File: config.mk
export PLATFORM = sky130hd
export DESIGN_NAME = filter_engine_scheduler
export DESIGN_NICKNAME = d
export VERILOG_FILES = /design/src/rtl/filter_engine_scheduler.sv
export SDC_FILE = /design/constraint.sdc
export NUM_CORES = 1
export LEC_CHECK = 0
export BUFFER_PORTS_ARGS = -buffer_cell sky130_fd_sc_hd__buf_4
export CORE_ASPECT_RATIO = 1.2
export CORE_MARGIN = 2
export CORE_UTILIZATION = 40
export CTS_BUF_LIST = sky130_fd_sc_hd__clkbuf_4
export CTS_CLUSTER_DIAMETER = 80
export DETAILED_ROUTE_END_ITERATION = 10
export SLEW_MARGIN = 15
export SYNTH_ARGS = -nofsm -noshare
export SYNTH_HDL_FRONTEND = slang
export SYNTH_SLANG_ARGS = --single-unit
File: constraint.sdc
create_clock -name clk -period 3.3 [get_ports clk]
set_clock_uncertainty 0.1 [all_clocks]
set_input_delay 0.66 -clock clk [delete_from_list [all_inputs] [get_ports clk]]
set_output_delay 0.66 -clock clk [all_outputs]
set_load 0.02 [all_outputs]
File: src/rtl/filter_engine_scheduler.sv
// filter_engine_scheduler
//   Time-shares one compensation-filter engine (the FIR stage after CIC
//   decimation) between NUM_CH input channels. Each channel has a one-deep
//   pending buffer. The buffers are granted to the engine in round-robin order
//   over a start/done handshake. Each result is routed back to its own channel
//   output. Overruns and engine timeouts are reported through sticky flags.
//
// Ports
//   clk, reset      clock; synchronous active-high reset
//   i_ch_valid      per-channel 1-cycle sample strobe
//   i_ch_data       packed input samples, ch k = [k*DATA_W +: DATA_W]
//   o_ch_data       packed filtered results, held until overwritten
//   o_ch_done       1-cycle pulse, o_ch_data slice k updated
//   o_eng_start     1-cycle start pulse to engine
//   o_eng_chan      channel being served, stable from start until done/abort
//   o_eng_data      sample to engine, stable from start until done/abort
//   i_eng_done      engine result valid (1 cycle)
//   i_eng_data      engine result
//   i_stat_clr      clears sticky flags (a same-cycle set wins)
//   o_overrun       sticky per channel: sample overwritten before service
//   o_timeout       sticky: engine did not answer within TIMEOUT cycles
//   o_busy          FSM not in IDLE
//
// State | meaning
// IDLE  | no job in flight; grants the next pending channel (round robin)
// ISSUE | start pulse to the engine; the timeout timer is cleared
// WAIT  | waiting for eng_done; aborts after TIMEOUT cycles
module filter_engine_scheduler #(
    parameter int NUM_CH  = 4,
    parameter int DATA_W  = 24,
    parameter int TIMEOUT = 1024
) (
    input  logic                       clk,
    input  logic                       reset,
    input  logic [NUM_CH-1:0]          i_ch_valid,
    input  logic [NUM_CH*DATA_W-1:0]   i_ch_data,
    output logic [NUM_CH*DATA_W-1:0]   o_ch_data,
    output logic [NUM_CH-1:0]          o_ch_done,
    output logic                       o_eng_start,
    output logic [$clog2(NUM_CH)-1:0]  o_eng_chan,
    output logic [DATA_W-1:0]          o_eng_data,
    input  logic                       i_eng_done,
    input  logic [DATA_W-1:0]          i_eng_data,
    input  logic                       i_stat_clr,
    output logic [NUM_CH-1:0]          o_overrun,
    output logic                       o_timeout,
    output logic                       o_busy
);

    localparam int CH_W = $clog2(NUM_CH);
    localparam int TM_W = $clog2(TIMEOUT);

    typedef enum logic [1:0] {
        S_IDLE  = 2'd0,
        S_ISSUE = 2'd1,
        S_WAIT  = 2'd2
    } state_t;

    state_t                    r_state;
    logic [CH_W-1:0]           r_rr_ptr;
    logic [NUM_CH-1:0]         r_pend;
    logic [DATA_W-1:0]         r_pend_data [NUM_CH];
    logic [TM_W-1:0]           r_timer;
    logic [CH_W-1:0]           r_eng_chan;
    logic [DATA_W-1:0]         r_eng_data;
    logic                      r_eng_start;
    logic [NUM_CH*DATA_W-1:0]  r_ch_data;
    logic [NUM_CH-1:0]         r_ch_done;
    logic [NUM_CH-1:0]         r_overrun;
    logic                      r_timeout;
    logic                      r_busy;

    state_t                    w_state_nxt;
    logic                      w_pick_found;
    logic [CH_W-1:0]           w_pick_chan;
    logic [NUM_CH-1:0]         w_grant;
    logic                      w_done_hit;
    logic                      w_timeout_hit;
    logic [NUM_CH-1:0]         w_ovr_set;
    logic [CH_W-1:0]           w_rr_next;

    // Round-robin search: first pending channel at or after r_rr_ptr.
    always_comb begin
        int idx;
        idx          = 0;
        w_pick_found = 1'b0;
        w_pick_chan  = '0;
        for (int i = 0; i < NUM_CH; i++) begin
            idx = int'(r_rr_ptr) + i;
            if (idx >= NUM_CH) begin
                idx = idx - NUM_CH;
            end
            if (!w_pick_found && r_pend[CH_W'(idx)]) begin
                w_pick_found = 1'b1;
                w_pick_chan  = CH_W'(idx);
            end
        end
    end

    always_comb begin
        w_state_nxt   = r_state;
        w_grant       = '0;
        w_done_hit    = 1'b0;
        w_timeout_hit = 1'b0;
        case (r_state)
            S_IDLE: begin
                if (w_pick_found) begin
                    w_grant     = NUM_CH'(1) << w_pick_chan;
                    w_state_nxt = S_ISSUE;
                end
            end
            S_ISSUE: begin
                w_state_nxt = S_WAIT;
            end
            S_WAIT: begin
                // A result in the last allowed cycle still counts as a completion.
                if (i_eng_done) begin
                    w_done_hit  = 1'b1;
                    w_state_nxt = S_IDLE;
                end else if (r_timer == TM_W'(TIMEOUT - 1)) begin
                    w_timeout_hit = 1'b1;
                    w_state_nxt   = S_IDLE;
                end
            end
            default: begin
                w_state_nxt = S_IDLE;
            end
        endcase
    end

    // A sample arriving while its channel is being granted is a fresh sample, not an overrun.
    assign w_ovr_set = i_ch_valid & r_pend & ~w_grant;
    assign w_rr_next = (r_eng_chan == CH_W'(NUM_CH - 1)) ? '0 : r_eng_chan + CH_W'(1);

    always_ff @(posedge clk) begin
        if (reset) begin
            r_state     <= S_IDLE;
            r_rr_ptr    <= '0;
            r_pend      <= '0;
            r_timer     <= '0;
            r_eng_chan  <= '0;
            r_eng_data  <= '0;
            r_eng_start <= 1'b0;
            r_ch_data   <= '0;
            r_ch_done   <= '0;
            r_overrun   <= '0;
            r_timeout   <= 1'b0;
            r_busy      <= 1'b0;
            for (int k = 0; k < NUM_CH; k++) begin
                r_pend_data[k] <= '0;
            end
        end else begin
            r_state     <= w_state_nxt;
            r_busy      <= (w_state_nxt != S_IDLE);
            r_eng_start <= (w_state_nxt == S_ISSUE);

            if (r_state == S_IDLE && w_pick_found) begin
                r_eng_chan <= w_pick_chan;
                r_eng_data <= r_pend_data[w_pick_chan];
            end

            if (r_state == S_ISSUE) begin
                r_timer <= '0;
            end else if (r_state == S_WAIT && !i_eng_done) begin
                r_timer <= r_timer + TM_W'(1);
            end

            if (w_done_hit || w_timeout_hit) begin
                r_rr_ptr <= w_rr_next;
            end

            if (w_done_hit) begin
                r_ch_done <= NUM_CH'(1) << r_eng_chan;
                r_ch_data[r_eng_chan*DATA_W +: DATA_W] <= i_eng_data;
            end else begin
                r_ch_done <= '0;
            end

            for (int k = 0; k < NUM_CH; k++) begin
                if (i_ch_valid[k]) begin
                    r_pend[k]      <= 1'b1;
                    r_pend_data[k] <= i_ch_data[k*DATA_W +: DATA_W];
                end else if (w_grant[k]) begin
                    r_pend[k] <= 1'b0;
                end
            end

            r_overrun <= (r_overrun & ~{NUM_CH{i_stat_clr}}) | w_ovr_set;
            r_timeout <= (r_timeout & ~i_stat_clr) | w_timeout_hit;
        end
    end

    assign o_ch_data   = r_ch_data;
    assign o_ch_done   = r_ch_done;
    assign o_eng_start = r_eng_start;
    assign o_eng_chan  = r_eng_chan;
    assign o_eng_data  = r_eng_data;
    assign o_overrun   = r_overrun;
    assign o_timeout   = r_timeout;
    assign o_busy      = r_busy;

endmodule

==> flow_summary.toml <==
[outcome]
status = "complete, no violations"

[floorplan]
ioPinCount = 261
die_w_um = 152.8
row_count = 65
start_util = 0.4060
die_area_mm2 = 0.02790
core_mm2 = 0.02619
fp.dieH_um = 182.6

[power_and_ir_drop]
p_per_area_mw_per_mm2 = 538.9
seqPwrFrac = 0.465
p_int_mw = 5.270
switching_power_mw = 2.107
p_sw_frac = 0.2856
comb_power_share = 0.167
power_mw = 7.377
p_leak_nw = 5.528
peakVddDrop_mv = 0.3234
pwr-share-clk = 0.368

[min_path]
hold_path_class = "in2reg"

[worst_setup_path]
setup.worst_path.start_class = "flip-flop"
arrival_ns = 3.24
slowest_delay_ns = 0.72
crit_path_end_kind = "flip-flop"
critPathKind = "reg2reg"
cp_top_family = "simple AND/OR/NAND/NOR gates"
required_ns = 3.78
cp_max_fo = 12
cpMaxStageDelayCell = "nor2b_1"
crit_buf_inv = 1
cp_cell_sequence = "inv_1 > ha_1 > nor2b_1 > and4_1 > a22oi_1 > nor2_1"

[final_layout]
n_fill_cell = 2516
final_cells = 1659
postLayoutCoreUtil = 0.5227
num-nets-final = 1416
area_growth_pct = 28.75
final_common_cell = "buf_4"
layout_common_cells = "289 x buf_4, 150 x dfxtp_1, 101 x and2_1, 96 x edfxtp_1, 95 x nor2_1"
drive_gt1_frac = 0.3129

[flow_run]
cap_violations = 0

[route]
via_per_inst = 5.451
dr_total_vias = 9044
drtAntennaViolNets = 0
detail_route.wl_per_cell_um = 20.56
dr.pass1.iters = 5
initialDrtViolationCount = 469
routed_wl_um = 34110
drc = 0

[sta]
slew_viol_final = 0
whs_ns = 0.1473
period_share = 0.8370
maxSlewHeadroom = 0.2444
setup-violations-final = 0
tns_ns = 0
hold_viol_final = 0
fmax_mhz = 362.0
period_needed_ns = 2.762
worst_slew_pin_slew_ns = 1.131
grt_setup_unrepaired = "no"

[cts]
cts_max_level = 3
clock_latency_ns = 0.65
cts_buffers = 66
cts_tree = "built"
post_cts_resize_count = 0
clock_sinks = 247
hold_buffers = 0
clockBufferDepth = 3
postCtsSetupRepairBufs = 0
clk_pin_slew_worst_paths_ns = 0.06
root_buffer = "clkbuf_4"

[grt]
top_usage_layer = "met2"
grt_pass1_wl_um = 51850
grtUsageMet3 = 0.06222
antenna_found_initial = 1
grtUsageMet2 = 0.4253
grt_start_max_net_pins = 72
track_usage = 0.2384
overflow = 0
use_met1 = 0.2739
grt_pass1_vias = 9095

[yosys]
synth_area_leaders = "dfxtp_1 28%, edfxtp_1 27%, and2_1 5.9%, a22oi_1 4.6%, a21oi_1 3.8%"
synth_edf_count = 96
synth_seq_cells = 247
ys.flop_type = "dfxtp_1"
synth_top_area_share = 0.2843
syn_inst = 1008
netlist_area_mm2 = 0.01063
synth_top_area_cell = "dfxtp_1"
yosys.cell_types.count = 55
yosys_warnings = 0
synth-seq-area-share = 0.5555
ys_async_sr_fraction = 0
syn_nets = 1143
avgSynthCellArea_um2 = 10.55

[placed_design]
place.port_buffers = 260
gp_congestion = 0.8419
dpl.hpwl_um = 23620
place_inst = 1548
metrics by stage:
step | cell area [um2] | setup WS, ns
final | 13690 | 0.5378
after global routing | 13690 | 0.2355
after CTS | 13690 | 0.5807
after detailed placement | 12870 | 0.5621
after global placement | 12870 | 0.5590
after floorplan | 10630 | 0.7110
flip-flops by register name (all words and copies together) (netlist names):
register     flops
r_pend_data     96
o_eng_data      24
r_pend           4
o_ch_data       96
o_overrun        4
o_timeout        1
r_timer         10
o_eng_chan       2
o_busy           1
r_state          2
r_rr_ptr         2
o_eng_start      1
o_ch_done        4
final cells by class:
cell class              instances  area (um2)  share of cell area
multi-input cells             671        4348              0.3176
clock buffers                  93       698.2             0.05101
diodes                          1       2.502           0.0001828
clock inverters                17       121.4            0.008867
inverters                       6       22.52            0.001645
flip-flops and latches        247        5907              0.4315
repair buffers                289        2170              0.1585
well taps                     335       419.2             0.03062
worst paths after layout:
path / from / to / slack, ns / cells past startpoint
worst max-delay path: o_eng_chan[1]$_SDFFE_PP0P_ / o_ch_data[49]$_SDFFE_PP0P_ / 0.54 / 6
worst min-delay path: i_ch_valid[1] / r_pend[1]$_SDFFE_PP0P_ / 0.15 / 3
worst max register to register: o_eng_chan[1]$_SDFFE_PP0P_ / o_ch_data[49]$_SDFFE_PP0P_ / 0.54 / 6
worst min register to register: o_ch_data[0]$_SDFFE_PP0P_ / o_ch_data[0]$_SDFFE_PP0P_ / 0.36 / 2
worst reg2reg max path: stages (launching register included):
cell and delay (ns):
dfxtp_1 0.49, inv_1 0.18, ha_1 0.49, nor2b_1 0.72, and4_1 0.51, a22oi_1 0.12
nor2_1 0.10
cells in the mapped netlist, types with 2 or more instances:
| master | number |
|---|---|
| or2_2 | 6 |
| nor3_1 | 12 |
| xor2_1 | 6 |
| clkbuf_1 | 50 |
| a22o_1 | 19 |
| nor2_1 | 95 |
| dfxtp_1 | 151 |
| nand2b_1 | 4 |
| or3_1 | 6 |
| nand2_1 | 42 |
| nand4_1 | 32 |
| a32o_1 | 2 |
| and2_1 | 101 |
| buf_4 | 4 |
| o21ai_0 | 13 |
| nand3b_1 | 3 |
| nand3_1 | 24 |
| mux2i_1 | 25 |
| o21a_1 | 2 |
| ha_1 | 7 |
| nor4_1 | 7 |
| xnor2_1 | 2 |
| and4_1 | 2 |
| nor2b_1 | 9 |
| edfxtp_1 | 96 |
| buf_6 | 2 |
| mux2_1 | 18 |
| buf_1 | 6 |
| a221o_1 | 24 |
| a211oi_1 | 7 |
| a21oi_1 | 80 |
| inv_1 | 6 |
| a31o_2 | 2 |
| mux2_2 | 8 |
| buf_2 | 22 |
| a21o_1 | 2 |
| a22oi_1 | 65 |
| o31ai_1 | 29 |
logic make-up (layout without fill, tap and decap cells):
| family | count (synthesis) | in the layout | synth area share |
|---|---|---|---|
| AO/OA/AOI/OAI | 252 | 252 | 0.1655 |
| XOR/XNOR | 8 | 8 | 0.006591 |
| adder cells (fa/ha/maj) | 7 | 7 | 0.008238 |
| buffers and inverters | 90 | 405 | 0.03719 |
| flip-flops | 247 | 247 | 0.5555 |
| multiplexers | 51 | 51 | 0.05108 |
| other | 0 | 1 | 0 |
| AND/OR/NAND/NOR | 353 | 353 | 0.1759 |
routing by layer:
metal  vias up  part of all wire
li1       4295                 -
met5         -                 0
met2       382              0.51
met1      4299              0.38
met3        68             0.084
met4         0             0.030
power by group through the flow:
stage | Combinational, mW | Sequential [mW] | Clock, mW
global placement | 1.23 | 3.49 | 0
floorplan | 0.687 | 3.55 | 0
finish | 1.23 | 3.43 | 2.71
global route | 1.33 | 3.45 | 2.93
CTS | 1.24 | 3.43 | 2.79
detailed placement | 1.23 | 3.50 | 0
No activity file was read; power rests on OpenSTA's default activity.
